File: src/rtl/vend_change_payout_ctrl_pkg.sv
// Shared vend definitions: coin values in 5c units and the payout FSM state encoding.
package vend_change_payout_ctrl_pkg;

  localparam int unsigned UNIT_CENTS = 5;
  localparam int unsigned AMT_W      = 3;

  // Coin codes double as their value in 5c units
  typedef enum logic [2:0] {
    NICKEL  = 3'd1,
    DIME    = 3'd2,
    QUARTER = 3'd5
  } coin_e;

  typedef enum logic [2:0] {
    ST_IDLE,
    ST_SELECT,
    ST_DRIVE,
    ST_WAIT,
    ST_DONE,
    ST_FAULT
  } pay_state_e;

  function automatic logic [AMT_W-1:0] coin_units(input coin_e c);
    return AMT_W'(c);
  endfunction

endpackage

File: src/rtl/vend_change_payout_ctrl_hopper_pulse_timer.sv
// Shared hopper timer: one count covers the drive pulse window followed by the coin-sense watchdog.
module hopper_pulse_timer #(
  parameter int PULSE_CYC   = 4,
  parameter int TIMEOUT_CYC = 64
) (
  input  logic clock,
  input  logic reset,
  input  logic start,
  input  logic run,
  output logic pulse_active,
  output logic timeout
);

  localparam int TOTAL = PULSE_CYC + TIMEOUT_CYC;
  localparam int CW    = $clog2(TOTAL + 1);

  logic [CW-1:0] cnt_reg;

  always_ff @(posedge clock) begin
    if (reset || start) begin
      cnt_reg <= '0;
    end else if (run && (cnt_reg != CW'(TOTAL))) begin
      cnt_reg <= cnt_reg + 1'b1;
    end
  end

  // pulse_active: the drive line must still be high in the following cycle
  assign pulse_active = (cnt_reg < CW'(PULSE_CYC - 1));
  assign timeout      = (cnt_reg == CW'(TOTAL - 1));

endmodule

File: src/rtl/vend_change_payout_ctrl.sv
// Change payout sequencer: greedy dimes-then-nickels, one coin per sense acknowledge, with inventory.
module vend_change_payout_ctrl
  import vend_change_payout_ctrl_pkg::*;
#(
  parameter int CNT_W       = 8,
  parameter int PULSE_CYC   = 4,
  parameter int TIMEOUT_CYC = 64,
  parameter int LOW_NICK    = 2
) (
  input  logic             clock,
  input  logic             reset,
  input  logic             req_valid,
  input  logic [2:0]       req_amt,
  output logic             req_ready,
  output logic             hop_nick_drive,
  output logic             hop_dime_drive,
  input  logic             nick_sense,
  input  logic             dime_sense,
  input  logic             load_en,
  input  logic [CNT_W-1:0] load_nick,
  input  logic [CNT_W-1:0] load_dime,
  output logic [CNT_W-1:0] nick_cnt,
  output logic [CNT_W-1:0] dime_cnt,
  output logic             busy,
  output logic             done,
  output logic [2:0]       short_amt,
  output logic             jam,
  output logic             exact_change_only,
  input  logic             clr_fault
);

  pay_state_e       state_reg;
  coin_e            sel_reg;
  logic [2:0]       remaining_reg;
  logic [CNT_W-1:0] nick_cnt_reg;
  logic [CNT_W-1:0] dime_cnt_reg;
  logic             nick_drive_reg;
  logic             dime_drive_reg;
  logic             busy_reg;
  logic             done_reg;
  logic [2:0]       short_reg;
  logic             jam_reg;

  logic timer_start;
  logic timer_run;
  logic pulse_active;
  logic timeout;
  logic sel_sense;
  logic sel_cnt_nz;
  logic coin_paid;

  assign timer_start = (state_reg == ST_SELECT);
  assign timer_run   = (state_reg == ST_DRIVE) || (state_reg == ST_WAIT);

  hopper_pulse_timer #(
    .PULSE_CYC   (PULSE_CYC),
    .TIMEOUT_CYC (TIMEOUT_CYC)
  ) u_timer (
    .clock        (clock),
    .reset        (reset),
    .start        (timer_start),
    .run          (timer_run),
    .pulse_active (pulse_active),
    .timeout      (timeout)
  );

  // Only the selected hopper's sense counts, and never against an empty counter
  assign sel_sense  = (sel_reg == DIME) ? dime_sense : nick_sense;
  assign sel_cnt_nz = (sel_reg == DIME) ? (dime_cnt_reg != '0) : (nick_cnt_reg != '0);
  assign coin_paid  = sel_sense && sel_cnt_nz;

  always_ff @(posedge clock) begin
    if (reset) begin
      state_reg      <= ST_IDLE;
      sel_reg        <= NICKEL;
      remaining_reg  <= '0;
      nick_cnt_reg   <= '0;
      dime_cnt_reg   <= '0;
      nick_drive_reg <= 1'b0;
      dime_drive_reg <= 1'b0;
      busy_reg       <= 1'b0;
      done_reg       <= 1'b0;
      short_reg      <= '0;
      jam_reg        <= 1'b0;
    end else begin
      done_reg <= 1'b0;
      case (state_reg)
        ST_IDLE: begin
          if (load_en) begin
            nick_cnt_reg <= load_nick;
            dime_cnt_reg <= load_dime;
          end else if (req_valid) begin
            remaining_reg <= req_amt;
            short_reg     <= '0;
            busy_reg      <= 1'b1;
            state_reg     <= (req_amt == 3'd0) ? ST_DONE : ST_SELECT;
          end
        end
        ST_SELECT: begin
          if (remaining_reg == 3'd0) begin
            state_reg <= ST_DONE;
          end else if ((remaining_reg >= 3'd2) && (dime_cnt_reg != '0)) begin
            sel_reg        <= DIME;
            dime_drive_reg <= 1'b1;
            state_reg      <= ST_DRIVE;
          end else if (nick_cnt_reg != '0) begin
            sel_reg        <= NICKEL;
            nick_drive_reg <= 1'b1;
            state_reg      <= ST_DRIVE;
          end else begin
            short_reg <= remaining_reg;
            state_reg <= ST_DONE;
          end
        end
        ST_DRIVE, ST_WAIT: begin
          if (coin_paid) begin
            nick_drive_reg <= 1'b0;
            dime_drive_reg <= 1'b0;
            remaining_reg  <= remaining_reg - coin_units(sel_reg);
            if (sel_reg == DIME) dime_cnt_reg <= dime_cnt_reg - 1'b1;
            else                 nick_cnt_reg <= nick_cnt_reg - 1'b1;
            state_reg <= ST_SELECT;
          end else if ((state_reg == ST_DRIVE) && !pulse_active) begin
            nick_drive_reg <= 1'b0;
            dime_drive_reg <= 1'b0;
            state_reg      <= ST_WAIT;
          end else if ((state_reg == ST_WAIT) && timeout) begin
            jam_reg   <= 1'b1;
            short_reg <= remaining_reg;
            state_reg <= ST_FAULT;
          end
        end
        ST_DONE: begin
          done_reg  <= 1'b1;
          busy_reg  <= 1'b0;
          state_reg <= ST_IDLE;
        end
        ST_FAULT: begin
          if (clr_fault) begin
            jam_reg   <= 1'b0;
            busy_reg  <= 1'b0;
            state_reg <= ST_IDLE;
          end
        end
        default: state_reg <= ST_IDLE;
      endcase
    end
  end

  assign req_ready         = (state_reg == ST_IDLE) && !load_en;
  assign hop_nick_drive    = nick_drive_reg;
  assign hop_dime_drive    = dime_drive_reg;
  assign nick_cnt          = nick_cnt_reg;
  assign dime_cnt          = dime_cnt_reg;
  assign busy              = busy_reg;
  assign done              = done_reg;
  assign short_amt         = short_reg;
  assign jam               = jam_reg;
  assign exact_change_only = (nick_cnt_reg < CNT_W'(LOW_NICK));

endmodule

File: config.mk
export PLATFORM = sky130hd
export DESIGN_NAME = vend_change_payout_ctrl
export DESIGN_NICKNAME = d
export VERILOG_FILES = /design/src/rtl/vend_change_payout_ctrl_pkg.sv /design/src/rtl/vend_change_payout_ctrl_hopper_pulse_timer.sv /design/src/rtl/vend_change_payout_ctrl.sv
export SDC_FILE = /design/constraint.sdc
export NUM_CORES = 1
export LEC_CHECK = 0
export BUFFER_PORTS_ARGS = -buffer_cell sky130_fd_sc_hd__buf_2
export CAP_MARGIN = 20
export CORE_MARGIN = 2
export CORE_UTILIZATION = 59
export DETAILED_ROUTE_END_ITERATION = 8
export PLACE_DENSITY_LB_ADDON = 0.1
export RECOVER_POWER = 100
export SYNTH_ARGS = -nofsm -noshare
export SYNTH_HDL_FRONTEND = slang
export SYNTH_SLANG_ARGS = --single-unit
File: constraint.sdc
create_clock -name clock -period 6.4 [get_ports clock]
set_input_delay 0.64 -clock clock [delete_from_list [all_inputs] [get_ports clock]]
set_output_delay 0.64 -clock clock [all_outputs]
set_load 0.05 [all_outputs]
==> summary.txt, run 1 <==
Detailed routing
  • Final Routed Wirelength: between 6000 and 7000 um
  • Initial drt markers: around 260
  • First-pass detailed-route iteration total: 5
  • Via count: ~2500
  • Vias per cell: around 6.2
  • Residual DRC: 0
  • Final ANT Viol Nets: 0
  • WL/cell: 16.0 um

Pwr
  • Worst vdd ir: 0.000192 V
  • Seq pwr share: 33.4%
  • PwrDens: ~400 nW/um^2
  • Pleak: roughly 0.001 uW
  • Clock Power Share: 15.3%
  • NetSw: 537 uW
  • Combinational cell fraction of total power: 51.3%
  • Cell Int Power: roughly 530 uW
  • Switching Share: 50.4%

Layout
  • Fillers: 409
  • Layout Cells excl Fill: 406
  • Area Overhead vs Synth: 10.0%
  • Commonest non-fill, non-tap cell in the layout: dfxtp_1
  • N_diodes: 0
  • Most frequent cells in the layout: dfxtp_1 (39), nor2_1 (36), a21oi_1 (29), clkbuf_1 (29), buf_2 (24)
  • Layout Nets: roughly 390
  • Layout Utilization: 68.0%
  • Share of cells above drive strength 1: 12.1%

Timing
  • Setup TNS: 0 ns
  • Fmax: roughly 290 MHz
  • Final setup viols: 0
  • Slew headroom: -9.30%
  • Tcrit/Tclk final: 53.9%
  • Unrepaired setup endpoints after global routing: false
  • Final Slew Violations: 52
  • Slew at the pin closest to its max-slew limit: 1.64 ns
  • Clock skew: 0.00621 ns
  • Final hold vios: 0
  • Fin crit period: approximately 3.4 ns

Logic synthesis
  • Mapped cell area: 2490 um^2
  • Largest family of logic cells by synthesized area: simple AND/OR/NAND/NOR gates
  • Synth Area in Adders: 3.31%
  • Mean Syn Cell Area: 7.88 um^2
  • #FFs+latches synth: 39
  • Simple-Gate Fraction of Synth Area: 28.6%
  • Synth Area in XOR/XNOR: between 1 and 1.5%
  • Yosys cell types: 65
  • Sequential area share after synthesis: a little under a third
  • Syn nets: 348
  • Cell count after synthesis: 316
  • Area contributors post-synth: dfxtp_1 (31%), a21oi_1 (5.8%), nor2_1 (5.4%)
  • Number of flops mapped to enable cells by yosys: 0
  • Complex-gate fraction of the synthesized area: around 28%
  • Multiplexer share of the synthesized area: around 1.2%
  • Yosys Warn Count: 0
  • Main synth FF type: dfxtp_1
  • Yosys top cell area share: a little under a third
  • Largest area contributor in the netlist: dfxtp_1
  • Ys async rst share: 0%

Critical path
  • CP Data Required Time: between 6 and 7 ns
  • Worst Path Class, Setup: flip-flop to flip-flop
  • Most common cell on crit path: a211oi_1
  • CP Capture Type: flip-flop
  • CP peak stage delay: approximately 1.3 ns
  • Data arrival, critical path: 3.65 ns
  • Worst setup SP type: flip-flop
  • Slowest CP cell: a211oi_1
  • CP cell instances: nand2b_1 > a211oi_1 > a211oi_1 > o21ai_0 > a21oi_1
  • Crit Path Max Fanout: 24

Clock network
  • Clock slew at reported path FFs: 0.07 ns
  • # Post-CTS Setup Buffers: 0
  • Clock root buffer: clkbuf_8
  • H-tree depth: 2
  • CTS tree: built
  • # hold bufs at CTS: 0
  • CTS Sinks: 39
  • Clk Latency, worst-skew pair: 0.29 ns
  • Post-cts resize count: 0
  • CTS Buf Count: 5
  • Clock Path Buffers: 2

Placed design
  • HPWL after detailed placement: 4600 um
  • I/O Buffers: 51
  • Routability cong.: 0.934
  • Placed Cells: approximately 400

Outcome
  • Failing checks: max-capacitance violations, max-slew violations
  • Outcome: complete, but fails checks

Die
  • Initial Utilization: 61.8%
  • I/O pin cnt: 52
  • Std-Cell Rows: 23
  • Die area: 4760 um^2
  • Total core area: roughly 4000 um^2
  • Vert. Die Dim: a little under 70 um
  • Chip width: slightly below 70 um

Global routing
  • All-Layer GR Usage: 29.2%
  • Initial antenna violation count: 0
  • Largest net degree at the start of global routing: 39
  • Grt total ovfl: 0
  • First-pass GRT wire length: 10500 um
  • Vias in the first global route: 2249

Hold path
  • Hold Path Class: flip-flop to flip-flop

Flow run
  • Max-cap viol count: 2
## per-stage QoR
stage | cell area [um^2] | setup WS (ns) | hold WS, ns | total power (uW)
after global placement | 2720 | 3.67 | 0.432 | 904
final | 2740 | 2.95 | 0.456 | 1070
after detailed placement | 2720 | 3.59 | 0.443 | 913
after global routing | 2740 | 2.81 | 0.488 | 1140
after floorplan | 2490 | 2.99 | 0.454 | 797
after CTS | 2810 | 3.58 | 0.455 | 1080
## worst max-delay path: cells and delay by family (launching register included)
kind             cells  cell delay, ns
AND/OR/NAND/NOR      1            0.74
AO/OA/AOI/OAI        4            1.97
flip-flops           1            0.65
## power by group through the flow
stage	clock [uW]	sequential, uW	combinational (uW)
2_1_floorplan	0	433	364
3_5_place_dp	0	360	552
4_1_cts	166	355	558
5_1_grt	176	366	595
3_3_place_gp	0	358	546
6_report	163	356	547
## Yosys cell counts (2+ instances only)
library cell,count
nand2_1,19
and4_1,3
buf_6,2
nand3_1,7
nor4_1,6
o22ai_1,2
nor3b_1,4
nand3b_1,3
nor2_1,36
nor2b_1,8
o211ai_1,3
a32oi_1,6
and2_1,2
nand4_1,3
o21ai_0,7
nor3_1,17
mux2i_1,3
a31oi_1,8
a22oi_1,5
a211o_1,4
buf_2,2
nand2b_1,8
dfxtp_1,39
or3_1,3
or3b_2,2
a21o_1,2
a21oi_1,29
or2_2,4
o41ai_1,3
a211oi_1,7
clkbuf_1,15
xnor2_1,3
inv_1,14
ha_1,5
and3_1,2
## routing by layer
metal / track usage [%] / up-vias / part of all wire [%]
met5: 0 / - / 0
met4: 8.82 / 0 / 1.6
met3: 5.84 / 12 / 5.7
met2: 45.4 / 91 / 46
met1: 40.7 / 1174 / 47
li1: - / 1248 / -
## cells by family after synthesis
logic type / count (synthesis)
flip-flops: 39
AO/OA/AOI/OAI: 97
XOR/XNOR: 4
multiplexers: 3
buffers and inverters: 34
AND/OR/NAND/NOR: 133
adder cells (fa/ha/maj): 6
## path summary, 6_finish.rpt
kind,from,endpoint,slack (ns),cells past startpoint
worst max-delay path,state_reg[2],dime_cnt[3],2.95,5
worst min register to register,hop_dime_drive,hop_dime_drive,0.46,2
worst min-delay path,hop_dime_drive,hop_dime_drive,0.46,2
worst max register to register,state_reg[2],dime_cnt[3],2.95,5
## cell type report
class	count	area [um^2]	area share [%]
Tap cell	50	62.6	2.28
Multi-Input combinational cell	243	1530	56.0
Clock buffer	7	76.3	2.79
Inverter	14	52.6	1.92
Clock inverter	1	5.00	0.183
Sequential cell	39	781	28.5
Timing Repair Buffer	52	229	8.36
No activity file was read; power rests on OpenSTA's default activity.
==> run 2: changes to the inputs <==
Settings changed: CORE_UTILIZATION 59 to 50.
Clock period 6.4 ns to 2.79 ns, I/O delays scaled along.
==> summary.txt, run 2 (synthesized netlist as in run 1, its figures left out) <==
Outcome
  • Outcome: completed (was complete, but fails checks)

Timing
  • Hold_ws: 0.220 ns (was 0.456 ns)
  • Final setup viols: 0 (unchanged)
  • Fin crit period: 2.40 ns (was 3.45 ns)
  • Slew headroom: 54.3% (was -9.30%)
  • Tcrit/Tclk final: 86.1% (was 53.9%)
  • Setup TNS: 0 ns (unchanged)
  • Clock skew: 0.00438 ns (was 0.00621 ns)
  • Unrepaired setup endpoints after global routing: false (unchanged)
  • Fmax: 416 MHz (was 290 MHz)
  • Slew at the pin closest to its max-slew limit: 0.685 ns (was 1.64 ns)
  • Final hold vios: 0 (unchanged)
  • Setup WS post-layout: 0.388 ns (was 2.95 ns)
  • Final Slew Violations: 0 (was 52)

Detailed routing
  • Final Routed Wirelength: 6870 um (was 6500 um)
  • First-pass detailed-route iteration total: 5 (unchanged)
  • Final ANT Viol Nets: 0 (unchanged)
  • WL/cell: 15.9 um (was 16.0 um)
  • Routed wl met3: 449 um (was 369 um)
  • Residual DRC: 0 (unchanged)
  • Met2 WL: 3140 um (was 2980 um)
  • Top Layer Used: met4 (unchanged)
  • Initial drt markers: 174 (was 263)
  • WL met1: 3160 um (was 3040 um)
  • Via count: 2558 (was 2525)
  • Vias per cell: 5.91 (was 6.22)

Pwr
  • Worst vdd ir: 0.000426 V (was 0.000192 V)
  • Pleak: 0.00103 uW (was 0.000974 uW)
  • PwrDens: 887 nW/um^2 (was 389 nW/um^2)
  • Tot Pwr: 2540 uW (was 1070 uW)

Critical path
  • Setup crit end: state_reg[0] (was dime_cnt[3])
  • Worst setup startpoint: nick_cnt[0] (was state_reg[2])
  • Worst Path Class, Setup: flip-flop to flip-flop (unchanged)
  • CP Capture Type: flip-flop (unchanged)
  • Worst setup SP type: flip-flop (unchanged)
  • Crit Path Max Fanout: 5 (was 24)
  • CP Data Required Time: 3.01 ns (was 6.60 ns)
  • FF-to-FF path depth: 7 (was 5)
  • R2R Path Start: nick_cnt[0] (was state_reg[2])
  • Data arrival, critical path: 2.62 ns (was 3.65 ns)
  • Reg2Reg Capture Point: state_reg[0] (was dime_cnt[3])
  • R2r setup slk: 0.39 ns (was 2.95 ns)

Clock network
  • CTS Sinks: 39 (unchanged)
  • CTS tree: built (unchanged)
  • Clk Latency, worst-skew pair: 0.29 ns (about the same)
  • H-tree depth: 2 (unchanged)
  • # hold bufs at CTS: 0 (unchanged)
  • Post-cts resize count: 0 (unchanged)
  • Clock slew at reported path FFs: 0.08 ns (was 0.07 ns)
  • CTS Buf Count: 5 (unchanged)
  • Clock root buffer: clkbuf_8 (unchanged)
  • # Post-CTS Setup Buffers: 0 (unchanged)
  • Clock Path Buffers: 2 (unchanged)

Global routing
  • First-pass GRT wire length: 10900 um (was 10500 um)
  • Vias in the first global route: 2321 (was 2249)
  • Grt total ovfl: 0 (unchanged)
  • Largest net degree at the start of global routing: 39 (unchanged)
  • All-Layer GR Usage: 25.4% (was 29.2%)
  • Initial antenna violation count: 0 (unchanged)

Layout
  • Share of cells above drive strength 1: 14.8% (was 12.1%)
  • Layout Nets: 398 (was 387)
  • Most frequent cells in the layout: dfxtp_1 (39), nor2_1 (36), clkbuf_1 (30) (was dfxtp_1 (39), nor2_1 (36), a21oi_1 (29), clkbuf_1 (29), buf_2 (24))
  • N_diodes: 0 (unchanged)
  • Commonest non-fill, non-tap cell in the layout: dfxtp_1 (unchanged)
  • Fillers: 498 (was 409)
  • Final Cell Area: 2860 um^2 (was 2740 um^2)
  • Area Overhead vs Synth: 15.0% (was 10.0%)

Die
  • I/O pin cnt: 52 (unchanged)
  • Std-Cell Rows: 25 (was 23)
  • Die area: 5560 um^2 (was 4760 um^2)
  • Total core area: 4750 um^2 (was 4030 um^2)
  • Vert. Die Dim: 74.6 um (was 69.0 um)
  • Chip width: 74.6 um (was 69.0 um)
  • Initial Utilization: 52.4% (was 61.8%)

Placed design
  • I/O Buffers: 51 (unchanged)
  • Placed cell areas: 2830 um^2 (was 2720 um^2)
  • Pre-CTS setup slack: 0.502 ns (was 3.59 ns)
  • HPWL after detailed placement: 5000 um (was 4600 um)
  • Routability cong.: 0.954 (was 0.934)

Flow run
  • Max-cap viol count: 0 (was 2)

Hold path
  • Hold Path Class: primary input to flip-flop (was flip-flop to flip-flop)
==> run 2: routing by layer <==
| metal | vias up | track usage (%) |
|---|---|---|
| met4 | 0 | 11.5 |
| li1 | 1273 | - |
| met5 | - | 0 |
| met3 | 13 | 4.88 |
| met2 | 93 | 38.1 |
| met1 | 1179 | 35.3 |
==> run 2: how the worst min path moves through the flow <==
stage / endpoint / from / depth (start not counted)
after global routing: jam / clr_fault / 2
final: jam / clr_fault / 2
after CTS: jam / clr_fault / 2
after floorplan: jam / clr_fault / 1
after detailed placement: hop_dime_drive / hop_dime_drive / 2
after global placement: hop_dime_drive / hop_dime_drive / 2
==> run 2: layout make-up <==
class	instances	area, um^2	area share [%]
Multi-Input combinational cell	243	1560	54.5
Sequential cell	39	781	27.3
Clock buffer	6	82.6	2.88
Clock inverter	1	5.00	0.175
Timing Repair Buffer	63	298	10.4
Inverter	14	52.6	1.83
Tap cell	67	83.8	2.93
==> run 2: report_power, final <==
group,internal [uW],switching [uW],total [uW]
registers,654,133,787
logic,433,925,1360
clock network,194,200,394
total,1280,1260,2540
==> run 2: critical path: stages (launching register included) <==
cell,delay [ns]
dfxtp_1,0.35
inv_1,0.11
ha_1,0.23
or3b_2,0.49
o211ai_1,0.26
nand2_1,0.19
o41ai_2,0.45
mux2i_1,0.25
==> run 2: per-stage QoR <==
step / cells / util [%]
final: 433 / 60.2
after global routing: 433 / 60.2
after CTS: 433 / 61.4
after detailed placement: 426 / 59.6
after global placement: 426 / 59.6
after floorplan: 316 / -
==> run 3: changes to the inputs <==
Settings changed: CORE_MARGIN 2 to 5.
==> summary.txt, run 3 (synthesized netlist as in run 1, its figures left out) <==
Pwr
  • Combinational cell fraction of total power: 52.6% (was 53.5%)
  • NetSw: 1250 uW (was 1260 uW)
  • Seq pwr share: 30.6% (was 31.0%)
  • PwrDens: 894 nW/um^2 (was 887 nW/um^2)
  • Pleak: 0.00102 uW (was 0.00103 uW)
  • Clock Power Share: 16.9% (was 15.5%)
  • Cell Int Power: 1300 uW (was 1280 uW)
  • Tot Pwr: 2550 uW (was 2540 uW)
  • Worst vdd ir: 0.000409 V (was 0.000426 V)
  • Switching Share: 49.0% (was 49.5%)

Timing
  • Fmax: 407 MHz (was 416 MHz)
  • Final setup viols: 0 (unchanged)
  • Slew at the pin closest to its max-slew limit: 0.706 ns (was 0.685 ns)
  • Tcrit/Tclk final: 88.0% (was 86.1%)
  • Slew headroom: 53.0% (was 54.3%)
  • Hold_ws: 0.244 ns (was 0.220 ns)
  • Setup WS post-layout: 0.334 ns (was 0.388 ns)
  • Clock skew: 0.00553 ns (was 0.00438 ns)
  • Unrepaired setup endpoints after global routing: false (unchanged)
  • Setup TNS: 0 ns (unchanged)
  • Fin crit period: 2.46 ns (was 2.40 ns)
  • Final hold vios: 0 (unchanged)
  • Final Slew Violations: 0 (unchanged)

Global routing
  • GR Util met1: 32.1% (was 35.3%)
  • Routing usage on met3: 4.37% (was 4.88%)
  • All-Layer GR Usage: 23.3% (was 25.4%)
  • Grt total ovfl: 0 (unchanged)
  • Vias in the first global route: 2470 (was 2321)
  • Gr busiest metal: met2 (unchanged)
  • Initial antenna violation count: 0 (unchanged)
  • First-pass GRT wire length: 11900 um (was 10900 um)
  • Largest net degree at the start of global routing: 39 (unchanged)
  • GR Util met2: 36.5% (was 38.1%)

Critical path
  • CP Capture Type: flip-flop (unchanged)
  • CP Data Required Time: 3.02 ns (was 3.01 ns)
  • Worst setup SP type: flip-flop (unchanged)
  • FF-to-FF path depth: 7 (unchanged)
  • Crit Path Max Fanout: 5 (unchanged)
  • Data arrival, critical path: 2.68 ns (was 2.62 ns)
  • Worst Path Class, Setup: flip-flop to flip-flop (unchanged)

Hold path
  • Hold Path Class: primary input to flip-flop (unchanged)
  • Hold depth: 2 (unchanged)

Placed design
  • Pre-CTS setup slack: 0.508 ns (was 0.502 ns)
  • I/O Buffers: 51 (unchanged)
  • Routability cong.: 0.896 (was 0.954)
  • HPWL after detailed placement: 5110 um (was 5000 um)

Clock network
  • Clock Path Buffers: 2 (unchanged)
  • CTS Buf Count: 5 (unchanged)
  • CTS Sinks: 39 (unchanged)
  • Clock slew at reported path FFs: 0.08 ns (about the same)
  • H-tree depth: 2 (unchanged)
  • # hold bufs at CTS: 0 (unchanged)
  • Clock root buffer: clkbuf_8 (unchanged)
  • # Post-CTS Setup Buffers: 0 (unchanged)
  • Clk Latency, worst-skew pair: 0.30 ns (was 0.29 ns)
  • CTS tree: built (unchanged)
  • Post-cts resize count: 0 (unchanged)

Layout
  • Most frequent cells in the layout: dfxtp_1 (39), nor2_1 (36), clkbuf_1 (30) (unchanged)
  • N_diodes: 0 (unchanged)
  • Share of cells above drive strength 1: 14.0% (was 14.8%)
  • Commonest non-fill, non-tap cell in the layout: dfxtp_1 (unchanged)
  • Fillers: 478 (was 498)
  • Area Overhead vs Synth: 14.6% (was 15.0%)
  • Layout Nets: 396 (was 398)

Detailed routing
  • Final ANT Viol Nets: 0 (unchanged)
  • Residual DRC: 0 (unchanged)
  • Initial drt markers: 197 (was 174)
  • First-pass detailed-route iteration total: 6 (was 5)
  • Via count: 2556 (was 2558)
  • WL/cell: 16.2 um (was 15.9 um)
  • Final Routed Wirelength: 7010 um (was 6870 um)
  • Vias per cell: 5.92 (was 5.91)

Die
  • Vert. Die Dim: 80.6 um (was 74.6 um)
  • Total core area: 4790 um^2 (was 4750 um^2)
  • Die area: 6490 um^2 (was 5560 um^2)
  • Initial Utilization: 52.1% (was 52.4%)
  • Std-Cell Rows: 25 (unchanged)
  • I/O pin cnt: 52 (unchanged)
  • Chip width: 80.6 um (was 74.6 um)

Flow run
  • Max-cap viol count: 0 (unchanged)

Outcome
  • Outcome: completed (unchanged)
## run 3: per-stage QoR
step	instances	utilization (%)	area [um^2]
global placement	424	58.9	2820
finish	432	59.7	2860
detailed placement	424	58.9	2820
global route	432	59.7	2860
floorplan	316	-	2500
CTS	432	61.0	2920
## run 3: worst paths after layout
path | startpoint | to | slack [ns]
worst min register to register | hop_dime_drive | hop_dime_drive | 0.46
worst max register to register | nick_cnt[0] | state_reg[0] | 0.33
worst max-delay path | nick_cnt[0] | state_reg[0] | 0.33
worst min-delay path | clr_fault | jam | 0.24
## run 3: power by group through the flow
stage	clock network, uW	registers [uW]	logic, uW
2_1_floorplan	0	995	838
3_3_place_gp	0	785	1370
3_5_place_dp	0	790	1380
4_1_cts	440	778	1390
5_1_grt	472	800	1470
6_report	431	780	1340
## run 3: layout make-up
type                    count  area [um^2]  area share (%)
multi-input cells         243         1550            54.3
flip-flops and latches     39          781            27.3
repair buffers             61          287            10.0
clock buffers               8          100            3.51
well taps                  67         83.8            2.94
inverters                  14         52.6            1.84
## run 3: worst max-delay path: stages, from the launching register on
cell      delay (ns)
dfxtp_1         0.35
inv_1           0.10
ha_1            0.22
or3b_2          0.50
o211ai_1        0.26
nand2_1         0.17
o41ai_1         0.55
mux2i_1         0.24
## run 3: per-layer routing
layer  vias up  share of wire [%]  routed length, um
met1      1199                 46               3210
met5         -                  0                  0
met3        10                5.7                399
met2        74                 47               3310
li1       1273                  -                  -
met4         0                1.4                 95
